==> config.mk <==
export PLATFORM = sky130hd
export DESIGN_NAME = max_pool_reader_2x2
export DESIGN_NICKNAME = d
export VERILOG_FILES = /design/src/rtl/max_pool_reader_2x2.sv
export SDC_FILE = /design/constraint.sdc
export NUM_CORES = 1
export LEC_CHECK = 0
export ABC_CLOCK_PERIOD_IN_PS = 6990
export BUFFER_PORTS_ARGS = -buffer_cell sky130_fd_sc_hd__buf_2
export CAP_MARGIN = 5
export CORE_ASPECT_RATIO = 1.4
export CORE_UTILIZATION = 55
export CTS_CLUSTER_DIAMETER = 200
export DETAILED_ROUTE_END_ITERATION = 10
export HOLD_SLACK_MARGIN = 0.12
export PLACE_DENSITY = 0.79
export SLEW_MARGIN = 20
export SYNTH_ARGS = -nofsm -noshare
export SYNTH_HDL_FRONTEND = slang
export SYNTH_SLANG_ARGS = --single-unit
export TNS_END_PERCENT = 5
==> constraint.sdc <==
create_clock -name clock -period 6.99 [get_ports clock]
set_input_delay 0.3495 -clock clock [delete_from_list [all_inputs] [get_ports clock]]
set_output_delay 0.3495 -clock clock [all_outputs]
set_load 0.02 [all_outputs]
==> src/rtl/max_pool_reader_2x2.sv <==
// max_pool_reader_2x2
// ---------------------------------------------------------------------------
// Reads a finished NUM_MULT-lane feature map out of the upstream conv/ReLU
// result memories and produces a 2x2, stride-2, signed max pool. Port A reads
// the even input row of each window and port B the odd row. Each output pixel
// takes two issue cycles: the left column, then the right column. One pooled
// word is emitted every second cycle, tagged with its output index.
//
// Ports
//   clock, reset             single rising-edge clock, async active-high reset
//   start                    one-cycle pulse (upstream done); accepted in IDLE only
//   address_a/b_t_use_out    upstream read addresses (A: even rows, B: odd rows)
//   rden_a/b_use_out         upstream read enables
//   wren_a/b_use_out         tied to 0; this block never writes upstream
//   q_a_all_in, q_b_all_in   upstream read data, lane k at [k*DATA_WIDTH +: DATA_WIDTH]
//   pool_data_all            pooled word, same lane packing
//   pool_valid, pool_addr    single-cycle strobe and output index pr*(IN_COLS/2)+pc
//   busy, done               busy while a map is processed; done pulses once at the end
//
// Optional feature: define POOL_RELU_CLAMP_EN to clamp negative pooled lanes
// to 0 at the same latency. Without it, the signed max passes through as-is.
// ---------------------------------------------------------------------------
`timescale 1ns/1ps
module max_pool_reader_2x2 #(
  parameter int DATA_WIDTH      = 8,
  parameter int NUM_MULT        = 4,
  parameter int POOL_ADDR_WIDTH = 10,
  parameter int OUT_ADDR_WIDTH  = 8,
  parameter int IN_ROWS         = 24,
  parameter int IN_COLS         = 24,
  parameter int RD_LATENCY      = 2
) (
  input  logic                           clock,
  input  logic                           reset,
  input  logic                           start,
  output logic [POOL_ADDR_WIDTH-1:0]     address_a_t_use_out,
  output logic [POOL_ADDR_WIDTH-1:0]     address_b_t_use_out,
  output logic                           rden_a_use_out,
  output logic                           rden_b_use_out,
  output logic                           wren_a_use_out,
  output logic                           wren_b_use_out,
  input  logic [DATA_WIDTH*NUM_MULT-1:0] q_a_all_in,
  input  logic [DATA_WIDTH*NUM_MULT-1:0] q_b_all_in,
  output logic [DATA_WIDTH*NUM_MULT-1:0] pool_data_all,
  output logic                           pool_valid,
  output logic [OUT_ADDR_WIDTH-1:0]      pool_addr,
  output logic                           busy,
  output logic                           done
);

  localparam int LW       = DATA_WIDTH * NUM_MULT;
  localparam int OUT_ROWS = IN_ROWS / 2;
  localparam int OUT_COLS = IN_COLS / 2;
  localparam int PR_W     = (OUT_ROWS > 1) ? $clog2(OUT_ROWS) : 1;
  localparam int PC_W     = (OUT_COLS > 1) ? $clog2(OUT_COLS) : 1;

  typedef enum logic [1:0] {ST_IDLE, ST_READ, ST_DRAIN, ST_DONE} state_t;

  state_t                      state_q, state_d;
  logic [PR_W-1:0]             pr_q, pr_d;
  logic [PC_W-1:0]             pc_q, pc_d;
  logic                        phase_q, phase_d;
  logic [POOL_ADDR_WIDTH-1:0]  addr_a_q, addr_a_d, addr_b_q, addr_b_d;
  logic                        rden_q, rden_d;
  logic                        issue_ph_q, issue_ph_d;   // phase of the read issued this cycle
  logic [RD_LATENCY-1:0]       vld_pipe_q, vld_pipe_d;
  logic [RD_LATENCY-1:0]       ph_pipe_q, ph_pipe_d;
  logic [LW-1:0]               m0_q, m0_d;
  logic [LW-1:0]               pool_data_q, pool_data_d;
  logic                        pool_valid_q, pool_valid_d;
  logic [OUT_ADDR_WIDTH-1:0]   pool_addr_q, pool_addr_d;
  logic [OUT_ADDR_WIDTH-1:0]   out_cnt_q, out_cnt_d;
  logic                        busy_q, busy_d;
  logic                        done_q, done_d;
  logic                        out_clr;
  logic                        tap_vld, tap_ph, pipe_empty;
  logic [LW-1:0]               ab_max_all, pool_lane_all;

  // Returned data lines up with the last stage of the valid/phase pipeline.
  assign tap_vld    = vld_pipe_q[RD_LATENCY-1];
  assign tap_ph     = ph_pipe_q[RD_LATENCY-1];
  assign pipe_empty = !rden_q && (vld_pipe_q == '0);

  // Per-lane signed compare network.
  for (genvar gi = 0; gi < NUM_MULT; gi++) begin : g_lane
    logic signed [DATA_WIDTH-1:0] a_l, b_l, ab_max, m0_l, fin_max, fin_l;
    assign a_l     = q_a_all_in[gi*DATA_WIDTH +: DATA_WIDTH];
    assign b_l     = q_b_all_in[gi*DATA_WIDTH +: DATA_WIDTH];
    assign m0_l    = m0_q[gi*DATA_WIDTH +: DATA_WIDTH];
    assign ab_max  = (a_l > b_l) ? a_l : b_l;
    assign fin_max = (m0_l > ab_max) ? m0_l : ab_max;
`ifdef POOL_RELU_CLAMP_EN
    assign fin_l   = fin_max[DATA_WIDTH-1] ? '0 : fin_max;
`else
    assign fin_l   = fin_max;
`endif
    assign ab_max_all[gi*DATA_WIDTH +: DATA_WIDTH]    = ab_max;
    assign pool_lane_all[gi*DATA_WIDTH +: DATA_WIDTH] = fin_l;
  end

  // Control FSM: read issue, address generation and handshake outputs.
  always_comb begin
    state_d    = state_q;
    pr_d       = pr_q;
    pc_d       = pc_q;
    phase_d    = phase_q;
    addr_a_d   = addr_a_q;
    addr_b_d   = addr_b_q;
    rden_d     = 1'b0;
    issue_ph_d = issue_ph_q;
    busy_d     = busy_q;
    done_d     = 1'b0;
    out_clr    = 1'b0;
    case (state_q)
      ST_IDLE: begin
        if (start) begin
          state_d = ST_READ;
          pr_d    = '0;
          pc_d    = '0;
          phase_d = 1'b0;
          busy_d  = 1'b1;
          out_clr = 1'b1;
        end
      end
      ST_READ: begin
        // Column offset is the phase: left column first, right column second.
        addr_a_d   = POOL_ADDR_WIDTH'((2 * int'(pr_q)) * IN_COLS + 2 * int'(pc_q) + int'(phase_q));
        addr_b_d   = POOL_ADDR_WIDTH'((2 * int'(pr_q) + 1) * IN_COLS + 2 * int'(pc_q) + int'(phase_q));
        rden_d     = 1'b1;
        issue_ph_d = phase_q;
        if (!phase_q) begin
          phase_d = 1'b1;
        end else begin
          phase_d = 1'b0;
          if (pc_q == PC_W'(OUT_COLS - 1)) begin
            pc_d = '0;
            if (pr_q == PR_W'(OUT_ROWS - 1)) state_d = ST_DRAIN;
            else                             pr_d    = pr_q + PR_W'(1);
          end else begin
            pc_d = pc_q + PC_W'(1);
          end
        end
      end
      ST_DRAIN: begin
        // Reaching empty means the last pool_valid is on the output this cycle.
        if (pipe_empty) begin
          state_d = ST_DONE;
          done_d  = 1'b1;
          busy_d  = 1'b0;
        end
      end
      ST_DONE: state_d = ST_IDLE;
      default: state_d = ST_IDLE;
    endcase
  end

  // Return pipeline: the phase-0 pair max is parked in m0, then merged with the phase-1 pair.
  always_comb begin
    vld_pipe_d    = vld_pipe_q << 1;
    vld_pipe_d[0] = rden_q;
    ph_pipe_d     = ph_pipe_q << 1;
    ph_pipe_d[0]  = issue_ph_q;
    m0_d          = m0_q;
    pool_valid_d  = 1'b0;
    pool_data_d   = pool_data_q;
    pool_addr_d   = pool_addr_q;
    out_cnt_d     = out_clr ? '0 : out_cnt_q;
    if (tap_vld && !tap_ph) m0_d = ab_max_all;
    if (tap_vld && tap_ph) begin
      pool_valid_d = 1'b1;
      pool_data_d  = pool_lane_all;
      pool_addr_d  = out_cnt_q;
      out_cnt_d    = out_cnt_q + OUT_ADDR_WIDTH'(1);
    end
  end

  always_ff @(posedge clock or posedge reset) begin
    if (reset) begin
      state_q      <= ST_IDLE;
      pr_q         <= '0;
      pc_q         <= '0;
      phase_q      <= 1'b0;
      addr_a_q     <= '0;
      addr_b_q     <= '0;
      rden_q       <= 1'b0;
      issue_ph_q   <= 1'b0;
      vld_pipe_q   <= '0;
      ph_pipe_q    <= '0;
      m0_q         <= '0;
      pool_data_q  <= '0;
      pool_valid_q <= 1'b0;
      pool_addr_q  <= '0;
      out_cnt_q    <= '0;
      busy_q       <= 1'b0;
      done_q       <= 1'b0;
    end else begin
      state_q      <= state_d;
      pr_q         <= pr_d;
      pc_q         <= pc_d;
      phase_q      <= phase_d;
      addr_a_q     <= addr_a_d;
      addr_b_q     <= addr_b_d;
      rden_q       <= rden_d;
      issue_ph_q   <= issue_ph_d;
      vld_pipe_q   <= vld_pipe_d;
      ph_pipe_q    <= ph_pipe_d;
      m0_q         <= m0_d;
      pool_data_q  <= pool_data_d;
      pool_valid_q <= pool_valid_d;
      pool_addr_q  <= pool_addr_d;
      out_cnt_q    <= out_cnt_d;
      busy_q       <= busy_d;
      done_q       <= done_d;
    end
  end

  assign address_a_t_use_out = addr_a_q;
  assign address_b_t_use_out = addr_b_q;
  assign rden_a_use_out      = rden_q;
  assign rden_b_use_out      = rden_q;
  assign wren_a_use_out      = 1'b0;
  assign wren_b_use_out      = 1'b0;
  assign pool_data_all       = pool_data_q;
  assign pool_valid          = pool_valid_q;
  assign pool_addr           = pool_addr_q;
  assign busy                = busy_q;
  assign done                = done_q;

endmodule

## After elaboration in Yosys (flattened, before gate mapping)

Cells that the tools add are included.

- Magnitude comparators: 8
- Reduce and logical (&&, ||, !) cells: 15
- Eq/ne operators: 11
- $mul: 2
- $add $sub $neg: 8
- Multiplexer cells: 36

Operators by type and width:

| operator | count |
|---|---|
| two-way mux 8 bit | 10 |
| greater-than comparator 8 bit | 8 |
| two-way mux 4 bit | 6 |
| adder 10 x 1 -> 10 bit | 2 |
| adder 10 x 5 -> 10 bit | 2 |
| case mux 4 bit (2 select lines) | 2 |
| != test 2 bit (second input constant) | 6 |
| two-way mux 1 bit | 10 |
| two-way mux 2 bit | 5 |
| AND reduction 5 bit | 2 |
| adder 4 x 1 -> 4 bit (second input constant) | 2 |
| adder 8 x 1 -> 8 bit (second input constant) | 1 |
| equality test 4 bit (second input constant) | 2 |
| case mux 2 bit (4 select lines) | 1 |
| multiplier 6 x 2 -> 7 bit (second input constant) | 1 |
| adder 5 x 1 -> 6 bit (second input constant) | 1 |
| multiplier 4 x 2 -> 6 bit (second input constant) | 1 |
| AND reduction 3 bit | 2 |
| nonzero test 2 bit | 3 |
| equality test 2 bit (second input constant) | 2 |
| zero test 2 bit | 2 |
| case mux 1 bit (2 select lines) | 2 |
| logical AND 1 bit | 3 |
| equality test 2 x 1 -> 1 bit (second input constant) | 1 |
| 2 further kinds | 3 |

- Flip-flop bits (word level): 120
- Input bits: 67
- Output and inout bits: 67

## Logic depth before layout (Yosys ltp)

Gate-level depths: netlist (run 1).

- Depth in word-level cells: 5
- Depth in mapped cells: 16
- Depth with buffers taken out: 15

## Least setup slack after synthesis (run 1)

No wires, ideal clock.

- Path type: input port to flip-flop
- Start: input q_b_all_in[31]
- End: register pool_data_q[25] (netlist: pool_data_all[25])
- Setup slack: 3603 ps
- Data arrival time: 3261 ps
- Stages on the path: 15
- Path through: inv_1 -> ha_1 -> nand4_1 -> o32ai_1 -> a31oi_1 -> a21oi_4 -> mux2_2 -> inv_1 -> ha_1 -> o211a_1 -> a2111oi_2 -> a41oi_1 -> a31oi_1 -> nor2_1 -> a221o_1

- Word-level cells in the longest chain between the ends: 4

RTL lines:

| what | RTL line | RTL |
|---|---|---|
| from (decl) | 43 | `input logic [DATA_WIDTH*NUM_MULT-1:0] q_b_all_in,` |
| greater-than comparator 8 bit | 90 | `assign ab_max = (a_l > b_l) ? a_l : b_l;` |
| two-way mux 8 bit (*) | 90 |  |
| greater-than comparator 8 bit | 91 | `assign fin_max = (m0_l > ab_max) ? m0_l : ab_max;` |
| two-way mux 8 bit (*) | 91 |  |
| to (signal assigned) | 208 | `pool_data_q <= pool_data_d;` |
| to (decl) | 69 | `logic [LW-1:0] pool_data_q, pool_data_d;` |

Mark *: on every way between the ends. The rest lies on a longest branch, timed or not.
A chain may end at the register's enable or synchronous reset.

## Worst setup path after layout (run 1)

- Start: input q_b_all_in[23]
- End: register pool_data_q[18] (netlist: pool_data_all[18])

- Word-level cells in the longest chain between the ends: 4

RTL lines:

| what | RTL line | RTL |
|---|---|---|
| greater-than comparator 8 bit | 90 |  |
| two-way mux 8 bit | 90 |  |
| named net g_lane[2].ab_max[0] | 86 | `logic signed [DATA_WIDTH-1:0] a_l, b_l, ab_max, m0_l, fin_max, fin_l;` |
| greater-than comparator 8 bit | 91 |  |
| two-way mux 8 bit | 91 |  |

The timed path passes the listed nets, and every way through them passes these cells.

==> results.ini, run 1 <==
[finish]
fillerInstances = 1027
instances_no_fill = 1042
final_area_um2 = 8550
syn2layout_area_growth_pct = 18.7
nets = 1026
antenna_cells = 0
drive_gt1_frac = 0.247

[worst_setup_path]
cp_slowest_cell = a211oi_2
cp_top_family = compound AO/OA/AOI/OAI gates
cp-end-kind = flop
worstSetupPathType = input pin to flop
worstPathRequired_ns = 7.26
max_stage_delay_ns = 0.51
path_max_fanout = 9
crit_chain = buf_2 > inv_1 > ha_1 > nand4_1 > o32ai_1 > a31oi_1 > a21oi_4 > mux2i_1 > inv_1 > ha_1 > nor2b_1 > o211ai_1 > a21o_1 > a211oi_2 > nand2b_1 > o211ai_1
worst_ep_arrival_time_ns = 3.68
path_buf_inv = 3
critPathLaunchType = input pin

[timing]
final.setup.tns_ns = 0
tightest_slew_ns = 0.804
max-slew-margin-rel = 0.464
timing.final.crit_share = 0.488
fin_crit_ns = 3.41
setup_ws_ns = 3.58
max_freq_mhz = 293
setup_viol = 0
rsz0062_at_grt = false
hold_viol = 0
drv_slew = 0
fin_skew_ns = 0.00795

[logic_synthesis]
syn_area_um2 = 7210
synth_area_leaders = dfrtp_1 (40%), ha_1 (14%), nand2_1 (4.9%)
yosysUniqueCellTypes = 59
avgSynthCellArea_um2 = 9.63
synth_most_common_cell = dfrtp_1
ys_async_sr_fraction = 1.00
synth-edff-count = 0
ys_seq_elements = 116
ys_seq_area_frac = 0.403
ys.flop_type = dfrtp_1
synthTopCellsByCount = dfrtp_1 (116), nand2_1 (94), ha_1 (80), inv_1 (71), o21ai_0 (57)
synth.top_cell.area_share = 0.403
synth_warnings = 0
synth_area_leader_cell = dfrtp_1
postSynthCellCount = 748

[pwr]
power_leakage_nw = 4.32
ir_worst_vdd_uv = 152
power_density_nw_per_um2 = 262
finalPower_mw = 2.24

[placement]
io_buffers = 131
dpl-instance-area_um2 = 7960
hpwl_mm = 11.3
place_inst = 1010
preCtsSetupSlack_ns = 3.21
gp_congestion = 0.798

[clock_tree]
cts_hold_buf = 0
cts_root_buffer = clkbuf_16
clk_latency_ns = 0.41
cts_max_path_buffers = 2
cts_tree = built
cts.clk_slew.worst_paths_ns = 0.05
cts_resized = 0
post-cts-setup-buffer-count = 0
cts_buffers = 17
cts_htree_levels = 4
cts_sinks = 116

[floorplanning]
rows = 49
fp.dieH_um = 137
ios = 134
fp.dieW_um = 98.7
start_util = 0.562
die_area_um2 = 13600
coreArea_um2 = 12800

[routing]
drtIter0Drc = 252
routedWlPerCell_um = 14.8
ant_nets = 0
routed_wl_mm = 15.4
vias_per_cell = 5.61
first_pass_iters = 4
drc = 0
dr_total_vias = 5847

[global_routing]
grt_pass1_wl_mm = 26.1
grt_max_degree = 66
grt_pass1_vias = 5980
grtUsageTotal = 0.242
antenna_found_initial = 0
grt-ovfl-total = 0

[run_status]
run_status = completed

[job]
max-cap-violations = 0

[hold_path]
min_path_type = input pin to async pin

## logic make-up (layout without fill, tap and decap cells)
logic type	count (synthesis)	count (layout)	share of synthesized area
compound gates	185	185	0.177
xor+xnor	12	12	0.0146
fa+ha+maj	83	83	0.147
buf+inv	104	244	0.0594
flops	116	116	0.403
mux	44	44	0.0668
other cells	1	2	0.000520
simple gates	203	203	0.132
## placed cells by master (no fill, tap or decap), drive strengths merged, types with 6 or more instances in the layout
cell type and count:
ha 80, clkinv 6, nand4 11, xnor2 6, dfrtp 116, a221o 16, a21oi 33, nor2 28
nand3 18, xor2 6, and2 19, nand2 94, nor2b 9, mux2i 17, o211ai 11, buf 135
o21ai 71, clkbuf 23, mux2 27, a21o 8, a31oi 8, nand2b 7, inv 76, a22oi 9
## registers in the layout, indices dropped and copies added (netlist names)
name / cells
m0_q: 32
pool_data_all: 32
address_a_t_use_out: 10
out_cnt_q: 8
pool_addr: 8
address_b_t_use_out: 7
pc_q: 4
pr_q: 4
ph_pipe_q: 2
state_q: 2
vld_pipe_q: 2
busy: 1
done: 1
phase_q: 1
pool_valid: 1
rden_a_use_out: 1
## where the power goes
group | internal, mW | switching, mW
Clock | 0.568 | 0.296
Sequential | 0.763 | 0.0538
Combinational | 0.221 | 0.339
## per-layer routing
| layer | share of wire | track usage | up-vias |
|---|---|---|---|
| met2 | 0.53 | 0.453 | 142 |
| met1 | 0.41 | 0.261 | 2783 |
| li1 | - | - | 2897 |
| met3 | 0.039 | 0.0518 | 25 |
| met4 | 0.021 | 0.106 | 0 |
| met5 | 0 | 0 | - |
## path summary, 6_finish.rpt
kind | slack, ns | endpoint | cells after the start | startpoint
max | 3.58 | pool_data_all[18] | 16 | q_b_all_in[23]
min | 0.11 | address_a_t_use_out[9] | 2 | reset
max reg2reg | 4.10 | out_cnt_q[5] | 6 | vld_pipe_q[1]
min reg2reg | 0.35 | ph_pipe_q[1] | 0 | ph_pipe_q[0]
max in group asynchronous | 5.72 | out_cnt_q[4] | 3 | reset
min in group clock | 0.27 | busy | 3 | start
## cell type report
type	instances	area [um2]	area share
clock buffers	23	498	0.0582
clock inverters	9	100	0.0117
inverters	77	292	0.0341
multi-input cells	529	3880	0.454
flip-flops and latches	116	2900	0.339
well taps	153	191	0.0224
repair buffers	135	686	0.0802
## worst register-to-register path, cell delays in order, from the launching register on
cell	delay, ns
dfrtp_1	0.41
nand2_2	0.07
buf_4	0.45
clkinv_1	0.83
a21oi_1	0.76
o21ai_0	0.20
o21ai_0	0.10
## through the flow
stage / hold slack (ns) / utilization
detailed placement: 0.337 / 0.621
finish: 0.106 / 0.668
global placement: 0.334 / 0.621
global route: 0.177 / 0.668
floorplan: 0.331 / -
CTS: 0.122 / 0.668
No activity file was read; power rests on OpenSTA's default activity.
==> run 2: changes to the inputs <==
--- a/config.mk
+++ b/config.mk
@@ -5,15 +5,15 @@
 export SDC_FILE = /design/constraint.sdc
 export NUM_CORES = 1
 export LEC_CHECK = 0
-export ABC_CLOCK_PERIOD_IN_PS = 6990
+export ABC_CLOCK_PERIOD_IN_PS = 3000
 export BUFFER_PORTS_ARGS = -buffer_cell sky130_fd_sc_hd__buf_2
 export CAP_MARGIN = 5
 export CORE_ASPECT_RATIO = 1.4
-export CORE_UTILIZATION = 55
+export CORE_UTILIZATION = 51
 export CTS_CLUSTER_DIAMETER = 200
 export DETAILED_ROUTE_END_ITERATION = 10
 export HOLD_SLACK_MARGIN = 0.12
-export PLACE_DENSITY = 0.79
+export PLACE_DENSITY = 0.77
 export SLEW_MARGIN = 20
 export SYNTH_ARGS = -nofsm -noshare
 export SYNTH_HDL_FRONTEND = slang
==> constraint.sdc (replaced) <==
create_clock -name clock -period 3 [get_ports clock]
set_input_delay 0.15 -clock clock [delete_from_list [all_inputs] [get_ports clock]]
set_output_delay 0.15 -clock clock [all_outputs]
set_load 0.02 [all_outputs]
==> run 2 against run 1 <==
  * Die area increased by 7.7%
  * Register-to-register slack got worse by 3.5 ns
  * Design area increased by 10%
  * Critical path type unchanged
==> results.ini, run 2 (same netlist as run 1, synthesis figures left out) <==
[routing]
dr_total_vias = 6159
ant_nets = 0
drtIter0Drc = 187
vias_per_cell = 5.42
first_pass_iters = 5
routedWlPerCell_um = 14.9
routed_wl_mm = 16.9
drc = 0

[timing]
max_freq_mhz = 336
fin_crit_ns = 2.97
setup_ws_ns = 0.0277
hold_viol = 0
timing.final.crit_share = 0.991
setup_viol = 0
max-slew-margin-rel = 0.465
tightest_slew_ns = 0.803
rsz0062_at_grt = true
fin_hold_ws_ns = 0.136
drv_slew = 0
fin_skew_ns = 0.00877

[placement]
io_buffers = 131
gp_congestion = 0.851
place_inst = 1097
preCtsSetupSlack_ns = -0.488
hpwl_mm = 11.9

[floorplanning]
rows = 51
die_area_um2 = 14600
fp.dieW_um = 102
ios = 134
coreArea_um2 = 13800
fp.dieH_um = 143
start_util = 0.520

[pwr]
power_density_nw_per_um2 = 602
power_leakage_nw = 4.68
finalPower_mw = 5.68
ir_worst_vdd_uv = 393

[finish]
nets = 1088
instances_no_fill = 1136
syn2layout_area_growth_pct = 30.9
mostFrequentLayoutCells = buf_2 (131), dfrtp_1 (116), nand2_1 (93), ha_1 (76), inv_1 (70)
final_common_cell = buf_2
drive_gt1_frac = 0.322
antenna_cells = 0

[clock_tree]
cts_tree = built
cts.clk_slew.worst_paths_ns = 0.06
cts_root_buffer = clkbuf_16
cts_htree_levels = 4
clk_latency_ns = 0.40
cts_max_path_buffers = 2
cts_sinks = 116
cts_buffers = 17

[global_routing]
grtUsageTotal = 0.228
grt-ovfl-total = 0
grt_max_degree = 67
grt_pass1_wl_mm = 26.3
grt_pass1_vias = 6049
antenna_found_initial = 0

[worst_setup_path]
worst_ep_arrival_time_ns = 3.26
rr_startpoint = vld_pipe_q[1]
worstRegToRegCells = 5
worstPathRequired_ns = 3.28
crit_chain = buf_2 > inv_1 > ha_1 > nand2_1 > o32ai_2 > a31oi_2 > a21oi_4 > buf_12 > mux2_2 > inv_2 > ha_1 > and3_1 > o21ai_2 > a311oi_4 > nor3_2 > nor2_4 > a221o_1
endpoint = pool_data_all[3]
path_max_fanout = 8
max_stage_delay_ns = 0.38
cp_common_cell = ha_1
critPathLaunchType = input pin
worstSetupPathType = input pin to flop
cp-end-kind = flop
r2r-end = out_cnt_q[5]
rrSetupSlack_ns = 0.60
cp_slowest_cell = a221o_1
crit_start = q_b_all_in[3]

[hold_path]
min_path_type = input pin to flop

[run_status]
run_status = completed

[job]
max-cap-violations = 0

[run 2: cell types whose count changed in the layout (fill, tap and decap cells not counted), sizes merged]
cell | before | now
clkinvlp | 2 | 5
inv | 76 | 75
clkbuf | 23 | 20
bufinv | 2 | 4
clkinv | 6 | 5
buf | 135 | 193
dlygate4sd3 | 0 | 4
[run 2: through the flow]
stage,TNS [ns],instance area (um2),util
after floorplan,-1.45,7210,-
final,0,9440,0.681
after detailed placement,-11.61,8450,0.610
after global routing,-0.541,9440,0.681
after global placement,-9.29,8450,0.610
after CTS,0,9140,0.660
[run 2: what timing repair did]
item,CTS,global route
buffers inserted,0,3
endpoints found under the setup margin,16,24
hold buffers,2,2
pin swaps,3,25
gates resized for setup,5,39
hold endpoints to repair,22,1
[run 2: routing by layer]
layer  vias to the layer above  part of all wire  wire length (um)  GRT usage
met5                         -                 0                 0          0
met4                         0             0.023               386     0.0857
met3                        33             0.037               626     0.0465
met2                       150              0.53              9040      0.418
met1                      2953              0.41              6850      0.253
li1                       3023                 -                 -          -
[run 2: power by group]
part	switching [mW]	internal, mW
registers	0.132	1.78
clock network	0.708	1.45
logic	0.904	0.709
total	1.74	3.94
[run 2: worst min path at each step]
| stage | from | end | cells after the start |
|---|---|---|---|
| finish | q_b_all_in[8] | pool_data_all[8] | 3 |
| global route | q_a_all_in[11] | pool_data_all[11] | 3 |
| CTS | q_b_all_in[10] | pool_data_all[10] | 3 |
| detailed placement | reset | done | 2 |
| global placement | reset | done | 2 |
| floorplan | ph_pipe_q[0] | ph_pipe_q[1] | 0 |
[run 2: layout make-up]
type | instances | area (um2)
Sequential cell | 116 | 2900
Multi-Input combinational cell | 529 | 4150
Tap cell | 185 | 231
Clock inverter | 12 | 178
Timing Repair Buffer | 197 | 1220
Fill cell | 1127 | 4410
Inverter | 77 | 293
Clock buffer | 20 | 467
[run 2: worst max-delay path: cells and delay by family]
family                     cells  cell delay [ns]
buffers and inverters          4             0.33
adders and majority gates      2             0.57
muxes                          1             0.37
and+or+nand+nor                4             0.62
AOI/OAI and AO/OA              6             1.21
==> run 3: changes to the inputs <==
--- a/config.mk
+++ b/config.mk
@@ -9,11 +9,11 @@
 export BUFFER_PORTS_ARGS = -buffer_cell sky130_fd_sc_hd__buf_2
 export CAP_MARGIN = 5
 export CORE_ASPECT_RATIO = 1.4
-export CORE_UTILIZATION = 51
+export CORE_UTILIZATION = 50
 export CTS_CLUSTER_DIAMETER = 200
 export DETAILED_ROUTE_END_ITERATION = 10
 export HOLD_SLACK_MARGIN = 0.12
-export PLACE_DENSITY = 0.77
+export PLACE_DENSITY = 0.76
 export SLEW_MARGIN = 20
 export SYNTH_ARGS = -nofsm -noshare
 export SYNTH_HDL_FRONTEND = slang
==> run 3 against run 2 <==
  * The flow now finishes with violations (setup timing)
  * Non-clock buffer count grew 11
  * Largest power group unchanged
  * Via count about the same
  * Critical path depth down 1
  * Highest routed layer unchanged
==> results.ini, run 3 (same netlist as run 1, synthesis figures left out) <==
[worst_setup_path]
worstRegToRegCells = 6
worst_ep_arrival_time_ns = 3.32
cp_top_family = compound AO/OA/AOI/OAI gates
endpoint = pool_data_all[28]
crit_chain = buf_2 > inv_1 > ha_1 > nand4_1 > buf_4 > a41oi_1 > a21oi_4 > mux2_4 > inv_1 > ha_1 > o211a_1 > a2111oi_2 > a41oi_2 > a31oi_4 > nor2_4 > a221o_1
crit_start = q_b_all_in[30]
r2r-end = address_a_t_use_out[9]
cp_num_cells = 16
path_max_fanout = 8
worstPathRequired_ns = 3.29
critPathLaunchType = input pin
rrSetupSlack_ns = 0.67
rr_startpoint = pr_q[0]
cp-end-kind = flop
max_stage_delay_ns = 0.37
cp_slowest_cell = a221o_1
worstSetupPathType = input pin to flop
path_buf_inv = 4

[routing]
dr_total_vias = 6161
first_pass_iters = 4
routedWlPerCell_um = 14.5
ant_nets = 0
drtIter0Drc = 175
vias_per_cell = 5.37
routed_wl_mm = 16.6
drc = 0

[timing]
hold_viol = 0
final.setup.tns_ns = -0.0964
fin_hold_ws_ns = 0.137
timing.final.crit_share = 1.01
rsz0062_at_grt = true
setup_viol = 5
drv_slew = 0
tightest_slew_ns = 0.900
max_freq_mhz = 331
fin_skew_ns = 0.0103
fin_crit_ns = 3.02
max-slew-margin-rel = 0.400
setup_ws_ns = -0.0240

[floorplanning]
ios = 134
fp.dieH_um = 144
start_util = 0.516
fp.dieW_um = 103
die_area_um2 = 14900
coreArea_um2 = 14000
rows = 51

[finish]
drive_gt1_frac = 0.315
mostFrequentLayoutCells = buf_2 (131), dfrtp_1 (116), nand2_1 (93), ha_1 (79), buf_4 (72)
nets = 1099
syn2layout_area_growth_pct = 29.3
antenna_cells = 0
final_common_cell = buf_2

[clock_tree]
cts.clk_slew.worst_paths_ns = 0.06
cts_max_path_buffers = 2
clk_latency_ns = 0.41
cts_tree = built
cts_buffers = 17
cts_root_buffer = clkbuf_16
cts_htree_levels = 4
cts_sinks = 116

[global_routing]
grtUsageTotal = 0.230
grt_pass1_vias = 6106
grt_max_degree = 92
grt-ovfl-total = 0
grt_pass1_wl_mm = 26.7
antenna_found_initial = 0

[pwr]
power_leakage_nw = 4.70
power_density_nw_per_um2 = 604
ir_worst_vdd_uv = 323

[run_status]
violations = setup timing
run_status = finished with violations

[placement]
hpwl_mm = 12.4
gp_congestion = 0.873
io_buffers = 131
preCtsSetupSlack_ns = -0.492

[job]
max-cap-violations = 0

[hold_path]
min_path_type = input pin to flop

run 3: what timing repair did:
item	CTS	global route
endpoints found under the setup margin	16	24
hold endpoints to repair	27	0
buffers inserted	0	1
hold buffers	2	0
gates resized for setup	4	15
pin swaps	1	11
run 3: area by class of cell:
type	count	area, um2
Fill cell	1124	4660
Inverter	77	293
Tap cell	185	231
Multi-Input combinational cell	529	3990
Clock buffer	20	457
Timing Repair Buffer	208	1270
Clock inverter	12	179
Sequential cell	116	2900
run 3: worst min path at each step:
stage	end	startpoint	depth (start not counted)	slack [ns]
CTS	pool_data_all[26]	q_b_all_in[26]	3	0.13
detailed placement	address_b_t_use_out[7]	reset	2	0.25
global placement	address_a_t_use_out[8]	reset	2	0.23
global route	pool_data_all[28]	q_b_all_in[28]	3	0.13
floorplan	ph_pipe_q[1]	ph_pipe_q[0]	0	0.33
finish	pool_data_all[4]	q_b_all_in[4]	3	0.14
run 3: through the flow:
| step | instances | instance area (um2) | utilization | power (mW) |
|---|---|---|---|---|
| 2_1_floorplan | 749 | 7210 | - | 2.81 |
| 6_report | 1147 | 9320 | 0.667 | 5.63 |
| 3_3_place_gp | 1112 | 8550 | 0.612 | 3.38 |
| 5_1_grt | 1147 | 9320 | 0.667 | 5.93 |
| 4_1_cts | 1146 | 9220 | 0.660 | 5.61 |
| 3_5_place_dp | 1112 | 8550 | 0.612 | 3.42 |
run 3: power breakdown:
group / total, mW / internal (mW) / switching (mW)
clock: 2.16 / 1.43 / 0.723
sequential: 1.91 / 1.78 / 0.135
combinational: 1.56 / 0.698 / 0.862
total: 5.63 / 3.91 / 1.72
run 3: routing by layer:
| metal | vias up | share of wire | global-route usage | wire length [um] |
|---|---|---|---|---|
| li1 | 3050 | - | - | - |
| met3 | 33 | 0.039 | 0.0488 | 647 |
| met1 | 2927 | 0.41 | 0.247 | 6780 |
| met2 | 151 | 0.53 | 0.430 | 8860 |
| met4 | 0 | 0.020 | 0.0897 | 340 |
| met5 | - | 0 | 0 | 0 |
run 3: worst reg2reg max path, cell delays in order (launching register included):
cell and delay (ns):
dfrtp_1 0.50, ha_1 0.34, fa_1 0.43, xnor2_1 0.32
nand4_1 0.18, xor2_1 0.19, mux2_2 0.26
